--- config.mk ---
export PLATFORM = sky130hd
export DESIGN_NAME = angle_msg_tx_flat
export DESIGN_NICKNAME = d
export VERILOG_FILES = /design/src/rtl/angle_msg_tx_pkg.sv /design/src/rtl/angle_msg_tx_if.sv /design/src/rtl/angle_msg_tx_cycle_counter.sv /design/src/rtl/angle_msg_tx.sv /design/src/flat_wrapper.sv
export SDC_FILE = /design/constraint.sdc
export NUM_CORES = 1
export LEC_CHECK = 0
export CAP_MARGIN = 20
export CORE_AREA = 10 10 73 75
export CTS_CLUSTER_SIZE = 8
export DETAILED_ROUTE_END_ITERATION = 6
export DIE_AREA = 0 0 83 85
export PLACE_DENSITY = 0.82
export REMOVE_ABC_BUFFERS = 1
export SLEW_MARGIN = 40
export SYNTH_ARGS = -nofsm -noshare
export SYNTH_HDL_FRONTEND = slang
export SYNTH_SLANG_ARGS = --single-unit
--- constraint.sdc ---
create_clock -name clk -period 4.3 [get_ports clk]
set_input_delay 0.86 -clock clk [delete_from_list [all_inputs] [get_ports clk]]
set_output_delay 0.86 -clock clk [all_outputs]
set_load 0.1 [all_outputs]
--- src/rtl/angle_msg_tx_pkg.sv ---
// rtl/angle_msg_tx_pkg.sv - shared widths, state encoding and byte helpers for angle_msg_tx
// Purpose: common definitions for the angle message framer and its counter.
// Ports: none (package).
package angle_msg_tx_pkg;

  localparam int MSG_W   = 16;
  localparam int ANGLE_W = 12;
  localparam int SEQ_W   = 4;
  localparam int BYTE_W  = 8;
  localparam int CNT_W   = 16;

  typedef enum logic [2:0] {
    ST_IDLE,
    ST_SEND_HI,
    ST_WAIT_HI_RISE,
    ST_WAIT_HI_FALL,
    ST_GAP,
    ST_SEND_LO,
    ST_WAIT_LO_RISE,
    ST_WAIT_LO_FALL
  } state_e;

  // Sequence number rides in the bits above the angle field.
  function automatic logic [MSG_W-1:0] stamp_seq(input logic [MSG_W-1:0] msg,
                                                 input logic [SEQ_W-1:0] seq);
    return {seq, msg[ANGLE_W-1:0]};
  endfunction

  // High byte goes on the wire first.
  function automatic logic [BYTE_W-1:0] hi_byte(input logic [MSG_W-1:0] w);
    return w[MSG_W-1 -: BYTE_W];
  endfunction

  function automatic logic [BYTE_W-1:0] lo_byte(input logic [MSG_W-1:0] w);
    return w[BYTE_W-1:0];
  endfunction

endpackage

--- src/rtl/angle_msg_tx_if.sv ---
// rtl/angle_msg_tx_if.sv - message source and uart_tx side signals of angle_msg_tx
// Purpose: bundles the message handshake, the uart_tx control pair and status pulses.
// Ports: none; modport slave is the framer, modport master is the source/uart side.
interface angle_msg_tx_if;
  import angle_msg_tx_pkg::*;

  logic [MSG_W-1:0]  msg;
  logic              msg_valid;
  logic              msg_ready;
  logic              start_tx;
  logic [BYTE_W-1:0] data_to_tx;
  logic              tx_busy;
  logic              done;
  logic              err_timeout;
  logic [SEQ_W-1:0]  seq;

  modport slave (
    input  msg, msg_valid, tx_busy,
    output msg_ready, start_tx, data_to_tx, done, err_timeout, seq
  );

  modport master (
    output msg, msg_valid, tx_busy,
    input  msg_ready, start_tx, data_to_tx, done, err_timeout, seq
  );

endinterface

--- src/rtl/angle_msg_tx_cycle_counter.sv ---
// rtl/angle_msg_tx_cycle_counter.sv - 16-bit clear/enable counter with terminal flag
// Purpose: shared timer for the inter-byte gap and both busy-rise timeouts.
// Ports: clk, reset (async active-low), clr_i (zero the count), en_i (count up),
//        target_i (terminal value), tc_o (count equals target).
module angle_msg_tx_cycle_counter
  import angle_msg_tx_pkg::*;
(
  input  logic             clk,
  input  logic             reset,
  input  logic             clr_i,
  input  logic             en_i,
  input  logic [CNT_W-1:0] target_i,
  output logic             tc_o
);

  logic [CNT_W-1:0] count_q, count_d;

  assign tc_o = (count_q == target_i);

  // Holds at the terminal value so a late enable cannot wrap it.
  always_comb begin
    count_d = count_q;
    if (clr_i) begin
      count_d = '0;
    end else if (en_i && !tc_o) begin
      count_d = count_q + CNT_W'(1);
    end
  end

  always_ff @(posedge clk or negedge reset) begin
    if (!reset) begin
      count_q <= '0;
    end else begin
      count_q <= count_d;
    end
  end

endmodule

--- src/rtl/angle_msg_tx.sv ---
// rtl/angle_msg_tx.sv - frames a 16-bit angle message as two uart_tx bytes with an idle gap
// Purpose: accepts a message, sends high then low byte through uart_tx, stamps sequence.
// Ports: clk, reset (async active-low), bus (slave modport: msg/msg_valid/msg_ready,
//        start_tx/data_to_tx/tx_busy, done, err_timeout, seq).
module angle_msg_tx
  import angle_msg_tx_pkg::*;
#(
  parameter int unsigned GAP_CYCLES   = 24,
  parameter int unsigned BUSY_TIMEOUT = 64,
  parameter bit          SEQ_EN       = 1'b1
) (
  input  logic          clk,
  input  logic          reset,
  angle_msg_tx_if.slave bus
);

  // The counter is cleared on the transition into a waiting state, so it reads 0 in the
  // first waiting cycle; targets are pulled in to account for that and for the output
  // register that follows the decision.
  localparam logic [CNT_W-1:0] GAP_TGT = CNT_W'(GAP_CYCLES - 1);
  localparam logic [CNT_W-1:0] TO_TGT  = CNT_W'(BUSY_TIMEOUT - 2);

  state_e            state_q, state_d;
  logic [MSG_W-1:0]  word_q, word_d;
  logic [BYTE_W-1:0] data_q, data_d;
  logic [SEQ_W-1:0]  seq_q, seq_d;
  logic              start_q, start_d;
  logic              ready_q, ready_d;
  logic              done_q, done_d;
  logic              err_q, err_d;
  logic              cnt_clr, cnt_en, cnt_tc;
  logic [CNT_W-1:0]  cnt_tgt;

  angle_msg_tx_cycle_counter u_cnt (
    .clk      (clk),
    .reset    (reset),
    .clr_i    (cnt_clr),
    .en_i     (cnt_en),
    .target_i (cnt_tgt),
    .tc_o     (cnt_tc)
  );

  // start_tx is registered, so the pulse is decided one cycle ahead: a SEND state is
  // entered with the pulse already up when uart_tx was idle, otherwise the SEND state
  // keeps polling tx_busy and raises the pulse itself before moving on.
  always_comb begin
    state_d = state_q;
    word_d  = word_q;
    data_d  = data_q;
    seq_d   = seq_q;
    start_d = 1'b0;
    done_d  = 1'b0;
    err_d   = 1'b0;
    cnt_clr = 1'b0;
    cnt_en  = 1'b0;
    cnt_tgt = GAP_TGT;
    case (state_q)
      ST_IDLE: begin
        if (bus.msg_valid && ready_q) begin
          word_d  = SEQ_EN ? stamp_seq(bus.msg, seq_q) : bus.msg;
          data_d  = hi_byte(word_d);
          start_d = !bus.tx_busy;
          state_d = ST_SEND_HI;
        end
      end
      ST_SEND_HI: begin
        if (start_q) begin
          cnt_clr = 1'b1;
          state_d = ST_WAIT_HI_RISE;
        end else begin
          start_d = !bus.tx_busy;
        end
      end
      ST_WAIT_HI_RISE: begin
        cnt_tgt = TO_TGT;
        if (bus.tx_busy) begin
          state_d = ST_WAIT_HI_FALL;
        end else if (cnt_tc) begin
          err_d   = 1'b1;
          state_d = ST_IDLE;
        end else begin
          cnt_en = 1'b1;
        end
      end
      ST_WAIT_HI_FALL: begin
        if (!bus.tx_busy) begin
          cnt_clr = 1'b1;
          state_d = ST_GAP;
        end
      end
      ST_GAP: begin
        if (cnt_tc) begin
          data_d  = lo_byte(word_q);
          start_d = !bus.tx_busy;
          state_d = ST_SEND_LO;
        end else begin
          cnt_en = 1'b1;
        end
      end
      ST_SEND_LO: begin
        if (start_q) begin
          cnt_clr = 1'b1;
          state_d = ST_WAIT_LO_RISE;
        end else begin
          start_d = !bus.tx_busy;
        end
      end
      ST_WAIT_LO_RISE: begin
        cnt_tgt = TO_TGT;
        if (bus.tx_busy) begin
          state_d = ST_WAIT_LO_FALL;
        end else if (cnt_tc) begin
          err_d   = 1'b1;
          state_d = ST_IDLE;
        end else begin
          cnt_en = 1'b1;
        end
      end
      ST_WAIT_LO_FALL: begin
        if (!bus.tx_busy) begin
          done_d  = 1'b1;
          seq_d   = seq_q + SEQ_W'(1);
          state_d = ST_IDLE;
        end
      end
      default: begin
        state_d = ST_IDLE;
      end
    endcase
    ready_d = (state_d == ST_IDLE);
  end

  always_ff @(posedge clk or negedge reset) begin
    if (!reset) begin
      state_q <= ST_IDLE;
      word_q  <= '0;
      data_q  <= '0;
      seq_q   <= '0;
      start_q <= 1'b0;
      ready_q <= 1'b1;
      done_q  <= 1'b0;
      err_q   <= 1'b0;
    end else begin
      state_q <= state_d;
      word_q  <= word_d;
      data_q  <= data_d;
      seq_q   <= seq_d;
      start_q <= start_d;
      ready_q <= ready_d;
      done_q  <= done_d;
      err_q   <= err_d;
    end
  end

  assign bus.msg_ready   = ready_q;
  assign bus.start_tx    = start_q;
  assign bus.data_to_tx  = data_q;
  assign bus.done        = done_q;
  assign bus.err_timeout = err_q;
  assign bus.seq         = seq_q;

endmodule
--- src/flat_wrapper.sv ---
// flat-port wrapper written by rule: the top's interface ports become plain ports
module angle_msg_tx_flat import angle_msg_tx_pkg::*;
#(
  parameter int unsigned GAP_CYCLES   = 24,
  parameter int unsigned BUSY_TIMEOUT = 64,
  parameter bit          SEQ_EN       = 1'b1
)
  (clk, reset, bus_msg, bus_msg_valid, bus_tx_busy, bus_msg_ready, bus_start_tx, bus_data_to_tx, bus_done, bus_err_timeout, bus_seq);
  angle_msg_tx_if bus_i ();
  input  logic clk;
  input  logic reset;
  input wire logic [$bits(bus_i.msg)-1:0] bus_msg;
  input wire logic [$bits(bus_i.msg_valid)-1:0] bus_msg_valid;
  input wire logic [$bits(bus_i.tx_busy)-1:0] bus_tx_busy;
  output wire logic [$bits(bus_i.msg_ready)-1:0] bus_msg_ready;
  output wire logic [$bits(bus_i.start_tx)-1:0] bus_start_tx;
  output wire logic [$bits(bus_i.data_to_tx)-1:0] bus_data_to_tx;
  output wire logic [$bits(bus_i.done)-1:0] bus_done;
  output wire logic [$bits(bus_i.err_timeout)-1:0] bus_err_timeout;
  output wire logic [$bits(bus_i.seq)-1:0] bus_seq;
  assign bus_i.msg = bus_msg;
  assign bus_i.msg_valid = bus_msg_valid;
  assign bus_i.tx_busy = bus_tx_busy;
  assign bus_msg_ready = bus_i.msg_ready;
  assign bus_start_tx = bus_i.start_tx;
  assign bus_data_to_tx = bus_i.data_to_tx;
  assign bus_done = bus_i.done;
  assign bus_err_timeout = bus_i.err_timeout;
  assign bus_seq = bus_i.seq;
  angle_msg_tx #(.GAP_CYCLES(GAP_CYCLES), .BUSY_TIMEOUT(BUSY_TIMEOUT), .SEQ_EN(SEQ_EN)) u_core (.clk(clk), .reset(reset), .bus(bus_i));
endmodule
======== Word level (Yosys, flattened, before mapping) ========
Index checks and enable logic that the tools add are counted.
word-level totals
  bits in registers ....................... 43
  bits in latches ......................... 0
  RAM bits ................................ 0
  ROM bits ................................ 0
  word-level logic and storage cells ...... 65
  memories ................................ 0
operators by class
  add/subtract/negate cells ............... 2
  multiply operators ...................... 0
  div/mod/pow operators ................... 0
  order comparisons ....................... 0
  equal/unequal tests ..................... 10
  shift-type cells ........................ 0
  mux-type cells .......................... 30
  bitwise gates (word level) .............. 1
  reductions and logical operators ........ 13
operators by type and width
  operator                                                          count
  16-bit 2-to-1 mux                                                 2
  3-bit 2-to-1 mux                                                  9
  3-bit case mux with 8 select lines                                1
  16-bit by 1-bit adder with 16-bit output (second input constant)  1
  16-bit by 6-bit == test with 1-bit output                         1
  8-bit 2-to-1 mux                                                  2
  8-bit case mux with 2 select lines                                1
  3-bit == test (second input constant)                             4
  1-bit 2-to-1 mux                                                  11
  3-bit by 2-bit == test with 1-bit output (second input constant)  2
  3-bit zero test                                                   2
  6-bit 2-to-1 mux                                                  1
  4-bit by 1-bit adder with 4-bit output (second input constant)    1
  1-bit case mux with 2 select lines                                2
  2-bit AND reduction                                               2
  2-bit nonzero test                                                2
  2-bit OR reduction                                                2
  3-bit by 1-bit == test with 1-bit output (second input constant)  1
  1-bit case mux with 3 select lines                                1
  3-bit AND reduction                                               1
  1-bit logical AND                                                 2
  1-bit zero test                                                   2
  2-bit by 1-bit != test with 1-bit output (second input constant)  1
  2-bit != test (second input constant)                             1
  1-bit inverter                                                    1

======== Logic depth before layout (Yosys ltp) ========
Gate-level depths: netlist (run 1).
  depth after elaboration ................. 10
  mapped depth ............................ 6

======== Modules after synthesis ========
From an unflattened synthesis (run 1), not the netlist that was laid out.
unflattened totals
  cells, all modules ...................... 212
  area total of the unflattened synthesis .. 2,359.8 µm²
by module, submodules not included
  module                      times used  cells each  area each (µm²)  seq. area each (µm²)
  angle_msg_tx                1           95          1,273.7          676.9
  angle_msg_tx_cycle_counter  1           117         1,086.0          400.4

======== Least setup slack after synthesis (run 1) ========
Ideal clock, no wire load.
  path type ............................... input port to flip-flop
  start ................................... input bus_tx_busy
  end ..................................... register u_core.u_cnt.count_q[11]
  library setup time ...................... 0.077 ns
  data arrival time ....................... 2.284 ns
  path slack .............................. 1.939 ns
  cell stages on the path ................. 6
  path buffers ............................ 2
  cells stage by stage .................... and2_4 buf_6 or4b_1 buf_2 or4_1 a21oi_1
on the way
  cells in the longest elaborated chain, start to end .. 4
ends and longest elaborated chain
  item                                line                              source
  from (decl)                         flat_wrapper.sv:14                input wire logic [$bits(bus_i.tx_busy)-1:0] bus_tx_busy;
  1-bit 2-to-1 mux                    angle_msg_tx.sv:110               if (bus.tx_busy) begin
  1-bit case mux with 2 select lines  angle_msg_tx.sv:57                case (state_q)
  1-bit logical AND                   angle_msg_tx_cycle_counter.sv:25  end else if (en_i && !tc_o) begin
  2-bit nonzero test (no line)        n/a
  to (signal assigned)                angle_msg_tx_cycle_counter.sv:34  count_q <= count_d;
  to (decl)                           angle_msg_tx_cycle_counter.sv:16  logic [CNT_W-1:0] count_q, count_d;
Parallel ways exist; a longest one is shown, timed or not.
A chain may end at the register's enable or synchronous reset.

======== Final worst setup path (run 1) ========
  start ................................... input bus_tx_busy
  end ..................................... register u_core.u_cnt.count_q[15]
The elaborated chain is that of the path after synthesis.

==> flow_summary.toml, run 1 <==
[logic_synthesis]
syn-cell-area_sq_mm = 0.002137
synthCells = 229
ys_seq_elements = 43
ys_top_cells_by_count = "44 x nand2_1, 42 x dfrtp_1, 19 x nor2_1"
seq_area_frac_synth_pct = 50.41
synth_edf_count = 0
syn_area_per_cell_sq_um = 9.332
synth.top_cell.area_share_pct = 49.18
netlist_top_cells_area = "dfrtp_1 49%, nand2_1 7.7%, mux2i_1 4.2%"
yosys.area.top_type = "dfrtp_1"
synth_cell_type_count = 44
async_reset_ff_share_pct = 100.0
yosysMostFrequentCell = "nand2_1"
synth_ff_type = "dfrtp_1"
ys.warnings.count = 0

[die]
initial_utilization_pct = 54.60
die_w_um = 83
die_area_sq_mm = 0.007055
fp-row-count = 23
ios = 36
die_h_um = 85
core_sq_mm = 0.003914

[placement]
dpl_cell_area_sq_mm = 0.002399
place_hpwl_um = 3372
port_buffers = 31
gp_congestion = 0.7931

[sta]
setup_viol = 0
rsz0062_at_grt = "no"
skew_ps = 8.880
finalCritPeriodShare_pct = 61.55
finalHoldViolCount = 0
clock.fmax_mhz = 377.8
tns_ps = 0
min_period_ps = 2647
max_slew_margin_pct = 53.53
tightest_slew_ps = 695.1
drv_slew = 0

[worst_hold_path]
min_from = "u_core.word_q[1]"
hp-class = "flip-flop to flip-flop"

[finish]
fin_area_sq_mm = 0.002531
final_layout_size_suffix_gt1_share_pct = 13.90
diodes = 0
fin_nets = 280
area_delta_synth_final_pct = 18.44
fill_cells = 351

[setup_path]
crit_path_top_delay_cell = "or4b_1"
cp_slowest_stage_delay_ps = 690
crit_type = "input port to flip-flop"
startpoint = "bus_tx_busy"
crit_arrival_ps = 2860
worstSetupEndpointType = "flip-flop"
start_kind = "input port"
crit_required_ps = 4520
r2r-start = "u_core.state_q[0]"
cp_max_fo = 10
crit_path_cell_trace = "clkdlybuf4s50_1 -> and2_4 -> or4b_1 -> or4_1 -> a21oi_1"

[drt]
vias = 1737
drc = 0
drtIter0Drc = 175
post_drt_wl_per_cell_um = 15.55
viasPerCell = 5.621
firstDrtPassIters = 4
met2_wirelength_um = 2384
wl_met1_um = 2194
wl_met3_um = 164
routed_wl_um = 4804
ant_nets = 0
highest_layer = "met4"

[global_route]
grt_pass1_wl_um = 8507
gr-total-overflow = 0
antenna_found_initial = 0
grt_pass1_vias = 1811
grt_usage_pct = 14.24
grt_start_max_net_pins = 44

[status]
outcome = "completed"

[power_and_ir_drop]
powerDensity_mw_per_mm2 = 727.8
leakage_nw = 1.153
p_total_w = 0.001842
ir_drop_mv = 0.4038

[clocking]
cts_setup_buffers = 0
cts_buffers = 5
cts_tree = "built"
cts_buffer_depth = 2
cts_htree_levels = 2
cts-root-buf = "clkbuf_8"
cts.sinks = 43
clk_latency_ps = 300
clk_pin_slew_ps = 80
ctsHoldBuffers = 0
cts.repair.resized = 0

[flow_run]
cap_violations = 0
-- per-layer routing --
layer | up-vias | track usage, %
met4 | 0 | 5.108
met3 | 6 | 3.442
met5 | - | 0
li1 | 871 | -
met1 | 819 | 17.61
met2 | 41 | 23.60
-- worst paths after layout --
path                                       endpoint  slack (ps)  depth (start not counted)
max                        u_core.u_cnt.count_q[15]        1650                          5
min                                u_core.word_q[1]         490                          2
max reg2reg                u_core.bus.data_to_tx[2]        2110                          5
min reg2reg                        u_core.word_q[1]         490                          2
max in group asynchronous  u_core.u_cnt.count_q[15]        3380                          1
min in group asynchronous  u_core.bus.data_to_tx[1]         540                          1
-- worst max-delay path: cells and delay by family --
kind            cells  cell delay [ps]
compound gates      1              160
buf+inv             1              490
simple gates        3             1360
-- state kept, by name, summed over array words and instances (netlist names) --
signal and cells:
u_core.u_cnt.count_q 16, u_core.bus.start_tx 1, u_core.bus.data_to_tx 8, u_core.bus.msg_ready 1, u_core.state_q 3, u_core.bus.done 1, u_core.bus.seq 4, u_core.word_q 8
u_core.bus.err_timeout 1
-- stage by stage --
| stage | setup WS (ps) | std cells | utilization (%) | hold slack [ps] |
|---|---|---|---|---|
| finish | 1653 | 309 | 64.67 | 490.0 |
| global route | 1585 | 309 | 64.67 | 519.1 |
| CTS | 1673 | 309 | 64.67 | 486.6 |
| detailed placement | 1368 | 301 | 61.29 | 463.9 |
| global placement | 1406 | 301 | 63.27 | 458.1 |
| floorplan | 2029 | 216 | - | 446.0 |
-- area by class of cell --
class | count | area, sq um | share of cell area, %
flip-flops and latches | 43 | 1077 | 42.56
repair buffers | 35 | 257.7 | 10.18
clock inverters | 2 | 60.06 | 2.373
multi-input cells | 168 | 982.2 | 38.80
inverters | 5 | 18.77 | 0.7415
well taps | 50 | 62.56 | 2.472
clock buffers | 6 | 72.57 | 2.867
-- report_power, final --
group | leakage [nW] | internal (W) | switching, W
sequential | 0.537 | 0.000522 | 0.000138
combinational | 0.551 | 0.000203 | 0.000613
clock | 0.0654 | 0.000232 | 0.000135
total | 1.15 | 0.000957 | 0.000885
-- placed cells by master (no fill, tap or decap), types with 2 or more instances in the layout --
cell,instances
nand4b_1,3
buf_2,16
a31oi_1,2
or2_2,2
nor3_1,6
ha_1,2
nand3_1,5
nor2_1,19
nor3b_1,3
clkbuf_8,5
o31ai_1,4
xnor2_1,4
clkdlybuf4s50_1,14
nand2b_1,5
and4_1,2
or4_1,2
nand4_1,4
a21oi_1,7
or3_1,3
nor4_1,9
a211oi_1,8
bufinv_16,2
inv_1,4
nor2b_1,2
and3_1,2
o21ai_0,7
mux2i_1,9
buf_4,5
dfrtp_1,42
o211ai_1,2
nand2_1,44
-- kinds of logic after synthesis --
kind of cell,share of synthesized area (%)
AO/OA/AOI/OAI,10.54
XOR/XNOR,1.639
adder cells (fa/ha/maj),1.171
buffers and inverters,3.629
flip-flops,50.41
multiplexers,4.216
AND/OR/NAND/NOR,28.40
Power figures use the tool's default switching activity.
==> inputs of run 2 (changes only) <==
--- a/config.mk
+++ b/config.mk
@@ -6,11 +6,11 @@
 export NUM_CORES = 1
 export LEC_CHECK = 0
 export CAP_MARGIN = 20
-export CORE_AREA = 10 10 73 75
+export CORE_AREA = 10 10 79 81
 export CTS_CLUSTER_SIZE = 8
 export DETAILED_ROUTE_END_ITERATION = 6
-export DIE_AREA = 0 0 83 85
-export PLACE_DENSITY = 0.82
+export DIE_AREA = 0 0 89 91
+export PLACE_DENSITY = 0.73
 export REMOVE_ABC_BUFFERS = 1
 export SLEW_MARGIN = 40
 export SYNTH_ARGS = -nofsm -noshare
==> constraint.sdc (replaced) <==
create_clock -name clk -period 2.3 [get_ports clk]
set_input_delay 0.46 -clock clk [delete_from_list [all_inputs] [get_ports clk]]
set_output_delay 0.46 -clock clk [all_outputs]
set_load 0.1 [all_outputs]
==> flow_summary.toml, run 2 (synthesized netlist as in run 1, its figures left out) <==
[clocking]
cts_htree_levels = 2
cts_tree = "built"
cts_buffers = 5
cts_buffer_depth = 2
cts-root-buf = "clkbuf_8"
clk_pin_slew_ps = 80
cts_setup_buffers = 0
ctsHoldBuffers = 0
clk_latency_ps = 300
cts.sinks = 43
cts.repair.resized = 0

[drt]
post_drt_wl_per_cell_um = 15.08
drtIter0Drc = 104
ant_nets = 0
drc = 0
firstDrtPassIters = 4
vias = 1759
viasPerCell = 5.497
routed_wl_um = 4824

[finish]
fill_cells = 421
fin_area_sq_mm = 0.002597
final_layout_size_suffix_gt1_share_pct = 16.54
largest_reg_flops = 16
area_delta_synth_final_pct = 21.55
diodes = 0
final_cell_mix = "44 x nand2_1, 42 x dfrtp_1, 27 x buf_4"
fin_nets = 287
final_common_cell = "nand2_1"
largest_register = "u_core.u_cnt.count_q"

[die]
fp-row-count = 25
ios = 36
core_sq_mm = 0.004661
die_area_sq_mm = 0.008099
die_w_um = 89
die_h_um = 91
initial_utilization_pct = 45.85

[flow_run]
cap_violations = 0

[global_route]
grt_pass1_vias = 1693
grt_start_max_net_pins = 44
grt_usage_pct = 12.45
antenna_found_initial = 0
grt_pass1_wl_um = 8231
gr-total-overflow = 0

[setup_path]
cp_slowest_stage_delay_ps = 650
crit_type = "input port to flip-flop"
crit_path_cell_trace = "clkdlybuf4s50_1 -> and2_4 -> or4b_1 -> or4_1 -> a21oi_1"
crit_path_top_delay_cell = "or4b_1"
crit_arrival_ps = 2310
r2r_slack_ps = 260
reg2reg_to = "u_core.bus.data_to_tx[4]"
r2r-start = "u_core.state_q[1]"
worstSetupEndpointType = "flip-flop"
r2r_cells = 4
cp_max_fo = 8
crit_required_ps = 2520
start_kind = "input port"

[power_and_ir_drop]
powerDensity_mw_per_mm2 = 1307
ir_drop_mv = 0.7070
leakage_nw = 1.184
p_total_w = 0.003394

[worst_hold_path]
hp-class = "input port to asynchronous set/reset pin"

[sta]
max_slew_margin_pct = 60.78
min_period_ps = 2091
finalHoldViolCount = 0
setup_viol = 0
finalCritPeriodShare_pct = 90.89
clock.fmax_mhz = 478.3
tightest_slew_ps = 588.3
rsz0062_at_grt = "no"
drv_slew = 0
skew_ps = 7.936

[status]
outcome = "completed"

[placement]
port_buffers = 31
place_hpwl_um = 3383
gp_congestion = 0.8249
dpl_cell_area_sq_mm = 0.002494
-- run 2: cell count changes in the layout (fill, tap and decap cells not counted) --
cell	previous run	this run
clkbuf_8	5	7
clkinvlp_4	0	1
clkbuf_1	1	0
buf_4	5	27
bufinv_16	2	0
buf_2	16	1
-- run 2: worst max-delay path by stage --
stage                              startpoint                        to  slack (ps)  depth (start not counted)
after floorplan           u_core.bus.start_tx   u_core.u_cnt.count_q[7]         210                          4
after global placement            bus_tx_busy  u_core.u_cnt.count_q[11]         -50                          5
after detailed placement          bus_tx_busy  u_core.u_cnt.count_q[15]         -90                          5
after CTS                         bus_tx_busy  u_core.u_cnt.count_q[15]         230                          5
after global routing        u_core.state_q[1]  u_core.bus.data_to_tx[5]          70                          4
final                             bus_tx_busy  u_core.u_cnt.count_q[15]         210                          5
-- run 2: power by group --
| group | leakage [nW] | switching [W] | internal [W] |
|---|---|---|---|
| clock network | 0.0505 | 0.000265 | 0.000273 |
| logic | 0.597 | 0.00117 | 0.000470 |
| registers | 0.537 | 0.000245 | 0.000976 |
| total | 1.18 | 0.00167 | 0.00172 |
-- run 2: cell type report --
cell class	count	area [sq um]	share of cell area (%)
clock buffer	7	96.34	3.709
multi-input combinational	168	982.2	37.81
inverter	5	18.77	0.7225
tap	54	67.56	2.601
sequential	43	1077	41.47
clock inverter	1	7.507	0.2890
timing repair buffer	42	347.8	13.39
-- run 2: metal layers --
layer | track usage, % | vias to the layer above | part of all wire [%]
met5 | 0 | - | 0
met4 | 3.846 | 0 | 0.87
met3 | 2.860 | 4 | 4.3
met2 | 18.67 | 37 | 47
met1 | 17.29 | 832 | 47
li1 | - | 886 | -
-- run 2: worst max-delay path, delay by kind of cell --
kind | cells | cell delay [ps]
buffers and inverters | 1 | 430
AO/OA/AOI/OAI | 1 | 160
AND/OR/NAND/NOR | 3 | 1260
-- run 2: metrics by stage --
stage	util [%]	cells	setup TNS (ps)	hold WS, ps	setup WS, ps
final	55.73	320	0	221.1	209.5
after global routing	55.73	320	0	271.7	70.36
after CTS	55.73	320	0	242.3	228.3
after detailed placement	53.50	312	-164.8	463.4	-89.90
after global placement	53.50	312	-102.3	459.0	-52.98
after floorplan	-	216	0	164.4	208.6
